`src/rtl/axis_pkt_checksum.sv`:
```
// axis_pkt_checksum: byte-wide AXI-Stream pass-through that can append a
// two's-complement checksum byte to the end of each packet.
//
// Optional build macro: PKT_CNT_EN adds the pkt_count output and its counter.
//
// Parameters
//   CSUM_INIT      initial value of the running byte sum at each packet start
// Ports
//   aclk           clock, rising edge
//   aresetn        asynchronous active-low reset
//   s_axis_*       upstream stream (tdata/tvalid/tlast in, tready out)
//   m_axis_*       downstream stream (tdata/tvalid/tlast out, tready in)
//   csum_en        append a checksum to packets that start while high
//   pkt_count      completed output packets (PKT_CNT_EN only)
module axis_pkt_checksum #(
   parameter logic [7:0] CSUM_INIT = 8'h00
) (
   input  logic        aclk,
   input  logic        aresetn,
   input  logic [7:0]  s_axis_tdata,
   input  logic        s_axis_tvalid,
   input  logic        s_axis_tlast,
   output logic        s_axis_tready,
   output logic [7:0]  m_axis_tdata,
   output logic        m_axis_tvalid,
   output logic        m_axis_tlast,
   input  logic        m_axis_tready,
   input  logic        csum_en
`ifdef PKT_CNT_EN
   ,
   output logic [15:0] pkt_count
`endif
);

   typedef enum logic {StPass = 1'b0, StAppend = 1'b1} state_e;

   state_e     state_q;
   logic [7:0] data_q;
   logic       valid_q;
   logic       last_q;
   logic [7:0] sum_q;
   logic       sop_q;
   logic       en_q;

   logic       out_free;
   logic       accept;
   logic       eff_en;
   logic [7:0] sum_add;

   // Output register can take a new beat when empty or being drained this cycle.
   assign out_free      = !valid_q || m_axis_tready;
   assign s_axis_tready = (state_q == StPass) && out_free;
   assign accept        = s_axis_tvalid && s_axis_tready;
   // On the first beat of a packet the live csum_en decides; afterwards the latched copy.
   assign eff_en        = sop_q ? csum_en : en_q;
   assign sum_add       = sum_q + s_axis_tdata;

   always_ff @(posedge aclk or negedge aresetn) begin
      if (!aresetn) begin
         state_q <= StPass;
         data_q  <= 8'h00;
         valid_q <= 1'b0;
         last_q  <= 1'b0;
         sum_q   <= CSUM_INIT;
         sop_q   <= 1'b1;
         en_q    <= 1'b0;
      end else begin
         if (out_free) begin
            valid_q <= 1'b0;
         end
         unique case (state_q)
            StPass: begin
               if (accept) begin
                  data_q  <= s_axis_tdata;
                  valid_q <= 1'b1;
                  if (sop_q) begin
                     en_q <= csum_en;
                  end
                  if (s_axis_tlast && eff_en) begin
                     // Hold back tlast; the checksum beat will carry it.
                     last_q  <= 1'b0;
                     sum_q   <= sum_add;
                     sop_q   <= 1'b0;
                     state_q <= StAppend;
                  end else if (s_axis_tlast) begin
                     last_q <= 1'b1;
                     sum_q  <= CSUM_INIT;
                     sop_q  <= 1'b1;
                  end else begin
                     last_q <= 1'b0;
                     sum_q  <= sum_add;
                     sop_q  <= 1'b0;
                  end
               end
            end
            StAppend: begin
               if (out_free) begin
                  data_q  <= ~sum_q + 8'd1;
                  last_q  <= 1'b1;
                  valid_q <= 1'b1;
                  sum_q   <= CSUM_INIT;
                  sop_q   <= 1'b1;
                  state_q <= StPass;
               end
            end
            default: state_q <= StPass;
         endcase
      end
   end

   assign m_axis_tdata  = data_q;
   assign m_axis_tvalid = valid_q;
   assign m_axis_tlast  = last_q;

`ifdef PKT_CNT_EN
   logic [15:0] pkt_count_q;

   // Counts packets as their last beat leaves the block; wraps naturally.
   always_ff @(posedge aclk or negedge aresetn) begin
      if (!aresetn) begin
         pkt_count_q <= 16'h0000;
      end else if (valid_q && m_axis_tready && last_q) begin
         pkt_count_q <= pkt_count_q + 16'd1;
      end
   end

   assign pkt_count = pkt_count_q;
`endif

endmodule

```
`config.mk`:
```
export PLATFORM = sky130hd
export DESIGN_NAME = axis_pkt_checksum
export DESIGN_NICKNAME = d
export VERILOG_FILES = /design/src/rtl/axis_pkt_checksum.sv
export SDC_FILE = /design/constraint.sdc
export NUM_CORES = 1
export LEC_CHECK = 0
export ABC_AREA = 0
export CAP_MARGIN = 25
export CORE_ASPECT_RATIO = 1.5
export CORE_UTILIZATION = 45
export CTS_CLUSTER_DIAMETER = 30
export DETAILED_ROUTE_END_ITERATION = 12
export DONT_BUFFER_PORTS = 1
export GPL_TIMING_DRIVEN = 0
export PLACE_DENSITY = 0.63
export SYNTH_ARGS = -nofsm -noshare
export SYNTH_HDL_FRONTEND = slang
export SYNTH_SLANG_ARGS = --single-unit
```
`constraint.sdc`:
```
create_clock -name aclk -period 1.9 [get_ports aclk]
set_input_delay 0.095 -clock aclk [delete_from_list [all_inputs] [get_ports aclk]]
set_output_delay 0.095 -clock aclk [all_outputs]
set_load 0.005 [all_outputs]
```
### Word-level counts from Yosys, hierarchy flattened

Index checks and enable logic that the tools add are counted.

| storage, ports and cells | value |
|---|---|
| flip-flop bits (word level) | 21 |
| output and inout bits | 11 |
| word-level logic and storage cells | 42 |

| operators by class | value |
|---|---|
| bitwise gates (word level) | 2 |
| $add $sub $neg | 2 |
| reduce and logical (&&, ||, !) cells | 7 |
| mux-type cells | 22 |
| eq/ne operators | 2 |

Operators with widths:

| operator | count |
|---|---|
| $mux W8 | 6 |
| $pmux W8 S2 | 2 |
| $mux W1 | 11 |
| $add A8 B1 Y8 const B | 1 |
| $add A8 B8 Y8 | 1 |
| $not A8 Y8 | 1 |
| $pmux W1 S2 | 3 |
| $reduce_and A2 Y1 | 2 |
| $logic_and A1 B1 Y1 | 3 |
| $ne A2 B1 Y1 const B | 1 |
| $ne A2 B2 Y1 const B | 1 |
| $logic_not A1 Y1 | 1 |
| $logic_or A1 B1 Y1 | 1 |
| $not A1 Y1 | 1 |

### Longest topological paths before layout

Gate-level depths: netlist of the first run.

| logic depth | value |
|---|---|
| depth after elaboration | 6 |
| depth in mapped cells | 7 |
| gate-level depth less buffers | 7 |

### Least setup slack after synthesis of the first run

Ideal clock, no wire load.

| timing | value |
|---|---|
| path kind | register to register |
| start | register sum_q[0] |
| end | register sum_q[6] |
| buffers on the path | 0 |
| data required time | 1.779 ns |
| clock period less this slack | 1.871 ns |
| path slack | 0.029 ns |
| stages on the path, launching flop included | 8 |
| arrival time | 1.750 ns |
| cell sequence | dfrtp_1 -> ha_1 -> fa_1 -> a211oi_1 -> o21bai_1 -> a21oi_1 -> xnor2_1 -> a22o_1 |

| between the ends | value |
|---|---|
| word-level cells in the longest chain between the ends | 5 |

RTL lines:

| item | RTL line | RTL |
|---|---|---|
| from (decl) | 41 | `logic [7:0] sum_q;` |
| from (signal assigned) | 82 | `sum_q <= sum_add;` |
| from (signal assigned) | 91 | `sum_q <= sum_add;` |
| $add A8 B8 Y8 (*) | 56 | `assign sum_add = sum_q + s_axis_tdata;` |
| $mux W8 | 85 | `end else if (s_axis_tlast) begin` |
| $mux W8 (*) | 79 | `if (s_axis_tlast && eff_en) begin` |
| $mux W8 (*) | 73 | `if (accept) begin` |
| $pmux W8 S2 (*) | 71 | `unique case (state_q)` |

Mark *: on every way between the ends. The rest lies on a longest branch, timed or not. The select of a mux whose other input is x is not followed.
A chain may end at the register's enable or synchronous reset.

### Final worst setup path of the first run

| timing | value |
|---|---|
| start | register sum_q[2] |
| end | register sum_q[7] |

Same word-level chain as after synthesis.

==> results of run 1 <==
[per-stage QoR]
stage | TNS (ns) | hold WS (ns) | power (W) | area, um^2 | util
after floorplan | 0 | -0.201 | 0.00152 | 1270 | -
after global placement | -0.134 | -0.200 | 0.00166 | 1320 | 0.493
after detailed placement | -0.250 | -0.200 | 0.00171 | 1320 | 0.493
after CTS | 0 | 0.00582 | 0.00207 | 1430 | 0.535
after global routing | -0.0246 | 0.0158 | 0.00232 | 1490 | 0.555
final | 0 | 0.00638 | 0.00214 | 1490 | 0.555
[routing by layer]
| layer | GRT usage | vias up | part of all wire |
|---|---|---|---|
| met2 | 0.370 | 24 | 0.56 |
| li1 | - | 467 | - |
| met3 | 0.0108 | 4 | 0.043 |
| met5 | 0 | - | 0 |
| met1 | 0.228 | 471 | 0.39 |
| met4 | 0.0682 | 0 | 0.012 |
[cells by family (layout without fill, tap and decap cells)]
logic type / Yosys count / after routing / share of synthesized area
xor gates and xnor gates: 11 / 11 / 0.0757
AOI/OAI and AO/OA: 36 / 36 / 0.190
DFF: 21 / 21 / 0.414
adders and majority gates: 9 / 9 / 0.0944
muxes: 10 / 10 / 0.0796
buffers and inverters: 8 / 17 / 0.0295
and+or+nand+nor: 29 / 29 / 0.117
[final timing paths]
| path | endpoint | from | slack, ns |
|---|---|---|---|
| min | state_q$_DFF_PN0_ | s_axis_tlast | 0.006 |
| max reg2reg | sum_q[7]$_DFFE_PN0P_ | sum_q[2]$_DFFE_PN0P_ | 0.05 |
| min reg2reg | sop_q$_DFFE_PN1P_ | sop_q$_DFFE_PN1P_ | 0.49 |
| max in group asynchronous | sum_q[3]$_DFFE_PN0P_ | aresetn | 0.84 |
| max | sum_q[7]$_DFFE_PN0P_ | sum_q[2]$_DFFE_PN0P_ | 0.05 |
| min in group asynchronous | m_axis_tlast$_DFFE_PN0P_ | aresetn | 0.42 |
[power by group through the flow]
| stage | Sequential [W] | Combinational, W | Clock [W] |
|---|---|---|---|
| global placement | 0.000777 | 0.000887 | 0 |
| global route | 0.000824 | 0.00119 | 0.000311 |
| floorplan | 0.000740 | 0.000780 | 0 |
| detailed placement | 0.000789 | 0.000922 | 0 |
| finish | 0.000797 | 0.00106 | 0.000286 |
| CTS | 0.000777 | 0.00101 | 0.000290 |
[synth_stat cells, drive strengths merged]
| cell | number |
|---|---|
| a22o | 7 |
| nor2b | 1 |
| buf | 2 |
| nor3b | 1 |
| and3 | 2 |
| o21bai | 3 |
| nand3 | 1 |
| fa | 1 |
| ha | 8 |
| nand3b | 2 |
| a211oi | 2 |
| a21o | 2 |
| nand2 | 13 |
| a21oi | 8 |
| dfstp | 1 |
| a211o | 1 |
| mux2i | 9 |
| o21ai | 11 |
| xnor2 | 7 |
| inv | 4 |
| or3 | 1 |
| mux2 | 1 |
| o211a | 1 |
| xor2 | 4 |
| nor3 | 2 |
| dfrtp | 20 |
| o211ai | 1 |
| clkbuf | 2 |
| nor2 | 4 |
| nor4b | 1 |
| nand4b | 1 |
[flip-flops by register name, summed over array words and instances (netlist names)]
name and cells:
en_q 1, m_axis_tdata 8, m_axis_tlast 1, m_axis_tvalid 1
sop_q 1, state_q 1, sum_q 8
[area by class of cell]
cell class | count | area (um^2) | area share
clock buffers | 4 | 45.0 | 0.0303
multi-input cells | 95 | 779 | 0.525
plain buffers | 4 | 22.5 | 0.0152
flip-flops and latches | 21 | 532 | 0.358
inverters | 4 | 15.0 | 0.0101
well taps | 37 | 46.3 | 0.0312
repair buffers | 5 | 45.0 | 0.0303
[timing repair]
item,4_1_cts,5_1_grt
gates resized for setup,8,9
endpoints found under the hold margin,23,0
buffers inserted,1,1
setup endpoints to repair,2,3
hold buffers,3,0
pin swaps,2,2
==> out/metrics.csv, run 1 <==
stage,metric,value,unit
detailed_routing,wl_per_cell,16.0,um
floorplan,coreArea,2680,um^2
clock_tree,tritoncts_num_sinks,21,
timing,min_period_over_period,0.973,
detailed_routing,drc,0,
cells_and_area,nets,157,
floorplan,ioPinCount,25,
timing,tightest_slew,0.929,ns
floorplan,die_w,45.4,um
power_and_ir_drop,power_switching,0.000812,W
power_and_ir_drop,power_density,1440,nW/um^2
floorplan,die_area,3050,um^2
synth,synth-seq-cells,21,
synth,synth_top_cell_by_area,dfrtp_1,
setup_path,path_delay_family,compound AO/OA/AOI/OAI gates,
cells_and_area,drive_gt1_frac,0.180,
power_and_ir_drop,peakVddDrop,755,uV
setup_path,crit_arrival,1.99,ns
global_route,grt_usage,0.198,
global_route,grt_pass1_vias,1004,
setup_path,cp_slowest_cell,dfrtp_2,
power_and_ir_drop,power_frac_clock,0.134,
timing,setup_slack,0.0513,ns
clock_tree,numCtsBuffers,3,
synth,postSynthCellCount,124,
cells_and_area,finalNonFillerCells,170,
synth,yosysUniqueCellTypes,35,
detailed_routing,post_drt_via_cell_ratio,5.68,
power_and_ir_drop,p_leak,0.630,nW
clock_tree,clock_latency,0.25,ns
timing,fin_worst_skew,0.00223,ns
synth,synth_area_leaders,"dfrtp_1 (39%), ha_1 (7.9%), mux2i_1 (7.1%)",
cells_and_area,antenna_cells,0,
hold_path,whs_path_depth,2,
synth,yosys_warnings,0,
timing,hold_viol_final,0,
clock_tree,cts_tree,built,
placed_design,place_congestion,0.733,
clock_tree,root_buffer,clkbuf_8,
cells_and_area,nFillCells,247,
global_route,overflow,0,
synth,synth_top_area_share,0.393,
flow_run,maxCapViolations,0,
clock_tree,path_clk_slew,0.07,ns
setup_path,cp_num_buf_inv,0,
detailed_routing,ant_nets,0,
floorplan,die_y,67.1,um
setup_path,r2r_cells,6,
synth,ys_seq_area_frac,0.414,
setup_path,critPathKind,reg -> reg,
detailed_routing,route.vias.total,966,
power_and_ir_drop,p_int,0.00133,W
setup_path,crit_chain,"ha_4, a211oi_2, o211ai_1, and3_4, o211a_1, a211o_1",
timing,max_freq,541,MHz
timing,finalMaxSlewViolations,0,
power_and_ir_drop,p_seq_frac,0.373,
floorplan,floorplan.rows,23,
clock_tree,clk_path_buf_depth,2,
timing,max-slew-margin-rel,0.378,
synth,syn_avg_cell_area,10.3,um^2
placed_design,port_buffers,0,
detailed_routing,drt-total-wl,2.72,mm
global_route,antenna_found_initial,0,
detailed_routing,drtIter0Drc,17,
setup_path,critPathCaptureType,flip-flop,
hold_path,hold_path_class,in -> reg,
setup_path,cp-start-kind,flip-flop,
cells_and_area,final_common_cell,dfrtp_1,
setup_path,crit_required,2.04,ns
synth,synth_nets,147,
setup_path,cpPeakStageDelay,0.47,ns
placed_design,hpwlAfterDp,2.02,mm
setup_path,crit_cells,6,
clock_tree,htreeDepth,1,
outcome,status,finished clean,
power_and_ir_drop,p_sw_frac,0.380,
timing,rsz0062_at_grt,yes,
power_and_ir_drop,combPwrFrac,0.494,
cells_and_area,final_cell_mix,"dfrtp_1 (16), nand2_1 (13), o21ai_0 (10), mux2i_1 (9)",
global_route,grt_max_degree,22,
cells_and_area,synthToLayoutAreaGrowth,16.7,%
timing,period_needed,1.85,ns
global_route,grt_pass1_wl,4.37,mm
synth,netlist_area,1270,um^2
floorplan,start_util,0.475,
placed_design,dpl.cell_count,161,
setup_path,path_max_fanout,6,
placed_design,dpl_worst_slack,-0.146,ns
detailed_routing,firstDrtPassIters,5,
timing,setup_viol,0,
(Power assumes the default switching activity.)
==> run 2, diff against run 1 <==
- PLACE_DENSITY: 0.63 -> 0.61
- clock period: 1.9 -> 2.3 ns (I/O delays scaled with it)
==> run 2 against run 1 <==
- global-route usage up 0.34 points
- largest power group unchanged
- combinational power down 28%
- critical path depth rose by 1
==> out/metrics.csv, run 2 (same netlist as run 1, synthesis figures left out) <==
stage,metric,value,unit
cells_and_area,synthToLayoutAreaGrowth,9.64,%
global_route,grt_max_degree,22,
global_route,overflow,0,
detailed_routing,drc,0,
timing,fin_tns_setup,0,ns
global_route,grt_usage,0.202,
cells_and_area,final_cell_mix,"dfrtp_1 (20), nand2_1 (13), o21ai_0 (11), mux2i_1 (9)",
detailed_routing,drt-total-wl,2.69,mm
timing,max_freq,487,MHz
clock_tree,cts_tree,built,
floorplan,start_util,0.475,
hold_path,hold_path_class,in -> reg,
setup_path,crit_arrival,2.20,ns
floorplan,coreArea,2680,um^2
timing,setup_slack,0.248,ns
setup_path,critPathLaunch,sum_q[0]$_DFFE_PN0P_,
placed_design,port_buffers,0,
global_route,antenna_found_initial,0,
flow_run,maxCapViolations,0,
power_and_ir_drop,p_leak,0.627,nW
cells_and_area,finalInstanceArea,1400,um^2
cells_and_area,drive_gt1_frac,0.0763,
cells_and_area,nFillCells,268,
hold_path,whs_path_depth,2,
timing,min_period_over_period,0.892,
floorplan,die_area,3050,um^2
cells_and_area,nets,155,
clock_tree,clock_latency,0.26,ns
timing,hold_viol_final,0,
timing,setup_viol,0,
setup_path,critPathKind,reg -> reg,
timing,tightest_slew,0.951,ns
power_and_ir_drop,power_density,1180,nW/um^2
placed_design,hpwlAfterDp,2.09,mm
setup_path,path_max_fanout,5,
power_and_ir_drop,finalPower,0.00165,W
setup_path,crit_required,2.45,ns
floorplan,ioPinCount,25,
placed_design,dpl_worst_slack,0.256,ns
timing,timing.hold.ws,0.00324,ns
timing,fin_worst_skew,0.00710,ns
clock_tree,htreeDepth,1,
clock_tree,path_clk_slew,0.08,ns
global_route,grt_pass1_wl,4.34,mm
clock_tree,numCtsBuffers,3,
setup_path,critPathCaptureType,flip-flop,
setup_path,cp-start-kind,flip-flop,
detailed_routing,wl_per_cell,16.0,um
detailed_routing,post_drt_via_cell_ratio,5.54,
setup_path,reg2reg_from,sum_q[0]$_DFFE_PN0P_,
clock_tree,clk_path_buf_depth,2,
placed_design,placed_cell_area,1320,um^2
power_and_ir_drop,peakVddDrop,498,uV
timing,rsz0062_at_grt,no,
timing,period_needed,2.05,ns
floorplan,die_y,67.1,um
setup_path,reg2reg_setup_slack,0.25,ns
outcome,status,finished clean,
floorplan,floorplan.rows,23,
floorplan,die_w,45.4,um
detailed_routing,drtIter0Drc,8,
global_route,grt_pass1_vias,974,
detailed_routing,firstDrtPassIters,4,
detailed_routing,ant_nets,0,
clock_tree,root_buffer,clkbuf_8,
cells_and_area,antenna_cells,0,
setup_path,crit_end,sum_q[6]$_DFFE_PN0P_,
setup_path,r2r_cells,7,
timing,max-slew-margin-rel,0.364,
detailed_routing,route.vias.total,930,
clock_tree,cts_resized,0,
placed_design,place_congestion,0.710,
setup_path,r2r-end,sum_q[6]$_DFFE_PN0P_,
clock_tree,tritoncts_num_sinks,21,
cells_and_area,final_common_cell,dfrtp_1,
timing,finalMaxSlewViolations,0,
[run 2: changes by cell type in the layout (fill, tap and decap cells not counted), sizes merged]
cell | before | now
buf | 4 | 2
clkbuf | 6 | 5
clkinv | 0 | 1
[run 2: layout make-up]
type,instances,area (um^2),share of cell area
clock inverter,1,5.00,0.00359
sequential,21,527,0.378
clock buffer,3,41.3,0.0296
tap,37,46.3,0.0332
multi-input combinational,95,708,0.508
buffer,4,22.5,0.0161
inverter,4,15.0,0.0108
timing repair buffer,3,30.0,0.0215
[run 2: how the worst min path moves through the flow]
stage / endpoint / slack (ns) / from
4_1_cts: state_q$_DFF_PN0_ / 0.005 / s_axis_tlast
3_3_place_gp: m_axis_tlast$_DFFE_PN0P_ / -0.18 / aresetn
3_5_place_dp: m_axis_tlast$_DFFE_PN0P_ / -0.18 / aresetn
5_1_grt: state_q$_DFF_PN0_ / 0.01 / s_axis_tlast
2_1_floorplan: en_q$_DFFE_PN0P_ / -0.18 / aresetn
6_report: state_q$_DFF_PN0_ / 0.003 / s_axis_tlast
[run 2: repair_timing]
item	CTS	global route
endpoints found under the setup margin	0	0
hold endpoints to repair	22	1
hold buffers	2	1
buffers inserted	0	0
[run 2: per-stage QoR]
stage                     std cells   util
after floorplan                 124      -
after global placement          161  0.493
after detailed placement        161  0.493
after CTS                       167  0.518
after global routing            168  0.521
final                           168  0.521
[run 2: power breakdown]
group          total, W  internal, W  switching [W]
clock          0.000242     0.000121       0.000122
combinational  0.000766     0.000390       0.000375
sequential     0.000644     0.000499       0.000145
[run 2: worst max-delay path, cell delays in order, from the launching register on]
cell and delay (ns):
dfrtp_1 0.43, ha_1 0.25, fa_1 0.43, a211oi_1 0.24, o21bai_1 0.11, a21oi_1 0.19
xnor2_1 0.09, a22o_1 0.19
[run 2: metal layers]
metal / track usage / vias to the layer above / part of all wire
met5: 0 / - / 0
met4: 0.0909 / 0 / 0.018
met3: 0.0163 / 5 / 0.025
met2: 0.359 / 18 / 0.54
met1: 0.234 / 444 / 0.42
li1: - / 463 / -
==> run 3, diff against run 2 <==
- CORE_UTILIZATION: 45 -> 35
- PLACE_DENSITY: 0.61 -> 0.5
==> run 3 against run 2 <==
- critical path depth is the same
- via count is 0.11% higher
- worst setup slack better by 0.026 ns
- final cell count up 3.0%
- worst hold slack improved by 0.0026 ns
- sequential power shrank 0.8%
- sequential share of layout area down 0.57 points
- routed wire length fell by 1.3%
- power is 0.50% lower
==> out/metrics.csv, run 3 (same netlist as run 1, synthesis figures left out) <==
stage,metric,value,unit
setup_path,reg2reg_setup_slack,0.27,ns
cells_and_area,final_cell_mix,"dfrtp_1 (20), nand2_1 (13), o21ai_0 (11), mux2i_1 (9)",
power_and_ir_drop,combPwrFrac,0.465,
cells_and_area,drive_gt1_frac,0.0840,
timing,finalMaxSlewViolations,0,
power_and_ir_drop,power_switching,0.000631,W
detailed_routing,firstDrtPassIters,4,
floorplan,start_util,0.369,
clock_tree,cts_resized,0,
floorplan,ioPinCount,25,
floorplan,floorplan.rows,26,
setup_path,reg2reg_from,sum_q[0]$_DFFE_PN0P_,
power_and_ir_drop,peakVddDrop,393,uV
clock_tree,cts_tree,built,
detailed_routing,post_drt_via_cell_ratio,5.38,
setup_path,cpPeakStageDelay,0.43,ns
power_and_ir_drop,power_frac_clock,0.146,
cells_and_area,final_common_cell,dfrtp_1,
hold_path,hp-start,csum_en,
timing,setup_viol,0,
setup_path,r2r-end,sum_q[6]$_DFFE_PN0P_,
setup_path,critPathKind,reg -> reg,
clock_tree,numCtsBuffers,3,
setup_path,path_max_fanout,5,
detailed_routing,wl_per_cell,15.4,um
floorplan,die_y,75.8,um
placed_design,place_congestion,0.713,
detailed_routing,drt-total-wl,2.66,mm
timing,min_period_over_period,0.881,
cells_and_area,finalInstanceArea,1420,um^2
detailed_routing,drc,0,
outcome,status,finished clean,
cells_and_area,nets,155,
setup_path,cp_slowest_cell,dfrtp_1,
flow_run,maxCapViolations,0,
detailed_routing,route.vias.total,931,
clock_tree,tritoncts_num_sinks,21,
setup_path,r2r_cells,7,
setup_path,cp-start-kind,flip-flop,
cells_and_area,antenna_cells,0,
placed_design,placed_cell_area,1330,um^2
clock_tree,htreeDepth,1,
global_route,grt_max_degree,22,
clock_tree,post_cts_buffers,0,
timing,rsz0062_at_grt,no,
global_route,grt_pass1_wl,4.40,mm
detailed_routing,drtIter0Drc,21,
clock_tree,root_buffer,clkbuf_8,
timing,period_needed,2.03,ns
placed_design,port_buffers,0,
floorplan,die_area,3890,um^2
detailed_routing,ant_nets,0,
power_and_ir_drop,p_int,0.00101,W
hold_path,hold_end,en_q$_DFFE_PN0P_,
timing,fin_tns_setup,0,ns
floorplan,coreArea,3450,um^2
setup_path,path_delay_family,compound AO/OA/AOI/OAI gates,
power_and_ir_drop,p_leak,0.635,nW
floorplan,die_w,51.2,um
clock_tree,clock_latency,0.26,ns
setup_path,critPathCaptureType,flip-flop,
setup_path,crit_arrival,2.18,ns
setup_path,crit_chain,"ha_1, fa_1, a211oi_1, o21bai_1, a21oi_1, xnor2_1, a22o_1",
timing,fin_worst_skew,0.00202,ns
timing,max_freq,494,MHz
global_route,overflow,0,
timing,hold_viol_final,0,
cells_and_area,synthToLayoutAreaGrowth,11.3,%
global_route,antenna_found_initial,0,
global_route,grt_usage,0.155,
power_and_ir_drop,power_density,1160,nW/um^2
setup_path,cp_num_buf_inv,0,
placed_design,hpwlAfterDp,2.08,mm
timing,max-slew-margin-rel,0.564,
power_and_ir_drop,p_seq_frac,0.389,
global_route,grt_pass1_vias,992,
clock_tree,clk_path_buf_depth,2,
power_and_ir_drop,p_sw_frac,0.384,
timing,tightest_slew,0.653,ns
setup_path,crit_required,2.45,ns
hold_path,hold_path_class,in -> reg,
clock_tree,path_clk_slew,0.08,ns
hold_path,whs_path_depth,1,
-- run 3: how the worst max path moves through the flow --
stage                               from              endpoint  slack, ns  cells past startpoint
finish              sum_q[0]$_DFFE_PN0P_  sum_q[6]$_DFFE_PN0P_       0.27                      7
floorplan           sum_q[0]$_DFFE_PN0P_  sum_q[6]$_DFFE_PN0P_       0.43                      7
global route        sum_q[0]$_DFFE_PN0P_  sum_q[6]$_DFFE_PN0P_       0.17                      7
CTS                 sum_q[0]$_DFFE_PN0P_  sum_q[6]$_DFFE_PN0P_       0.23                      7
global placement    sum_q[0]$_DFFE_PN0P_  sum_q[6]$_DFFE_PN0P_       0.28                      7
detailed placement  sum_q[0]$_DFFE_PN0P_  sum_q[6]$_DFFE_PN0P_       0.26                      7
-- run 3: power by group through the flow --
stage | Combinational, W | Clock (W) | Sequential (W)
6_report | 0.000764 | 0.000240 | 0.000639
2_1_floorplan | 0.000644 | 0 | 0.000611
3_3_place_gp | 0.000744 | 0 | 0.000644
3_5_place_dp | 0.000762 | 0 | 0.000650
5_1_grt | 0.000864 | 0.000261 | 0.000664
4_1_cts | 0.000776 | 0.000245 | 0.000642
-- run 3: cell type report --
cell class              count  area (um^2)
repair buffers              3         45.0
fillers                   361         2030
clock buffers               3         41.3
multi-input cells          95          708
inverters                   4         15.0
clock inverters             1         5.00
plain buffers               4         22.5
flip-flops and latches     21          527
well taps                  42         52.6
-- run 3: layer usage --
layer / GRT usage / vias to the layer above / routed length [um]
met4: 0.0631 / 0 / 16
met3: 0.0200 / 2 / 84
met1: 0.165 / 449 / 1050
li1: - / 462 / -
met2: 0.303 / 18 / 1500
met5: 0 / - / 0
-- run 3: metrics by stage --
stage	power, W	utilization	hold WS [ns]	std cells	worst slack (ns)
after detailed placement	0.00141	0.384	-0.180	166	0.257
after floorplan	0.00126	-	-0.181	124	0.429
after CTS	0.00166	0.403	0.00652	172	0.234
after global routing	0.00179	0.411	0.00560	173	0.175
final	0.00164	0.411	0.00588	173	0.275
after global placement	0.00139	0.384	-0.180	166	0.277
-- run 3: timing repair --
action | 4_1_cts | 5_1_grt
setup endpoints to repair | 0 | 0
hold endpoints to repair | 22 | 0
hold buffers | 2 | 0
-- run 3: worst register-to-register path, cell delays in order (launching register included) --
cell and delay [ns]:
dfrtp_1 0.43, ha_1 0.25, fa_1 0.43, a211oi_1 0.25
o21bai_1 0.11, a21oi_1 0.18, xnor2_1 0.08, a22o_1 0.19
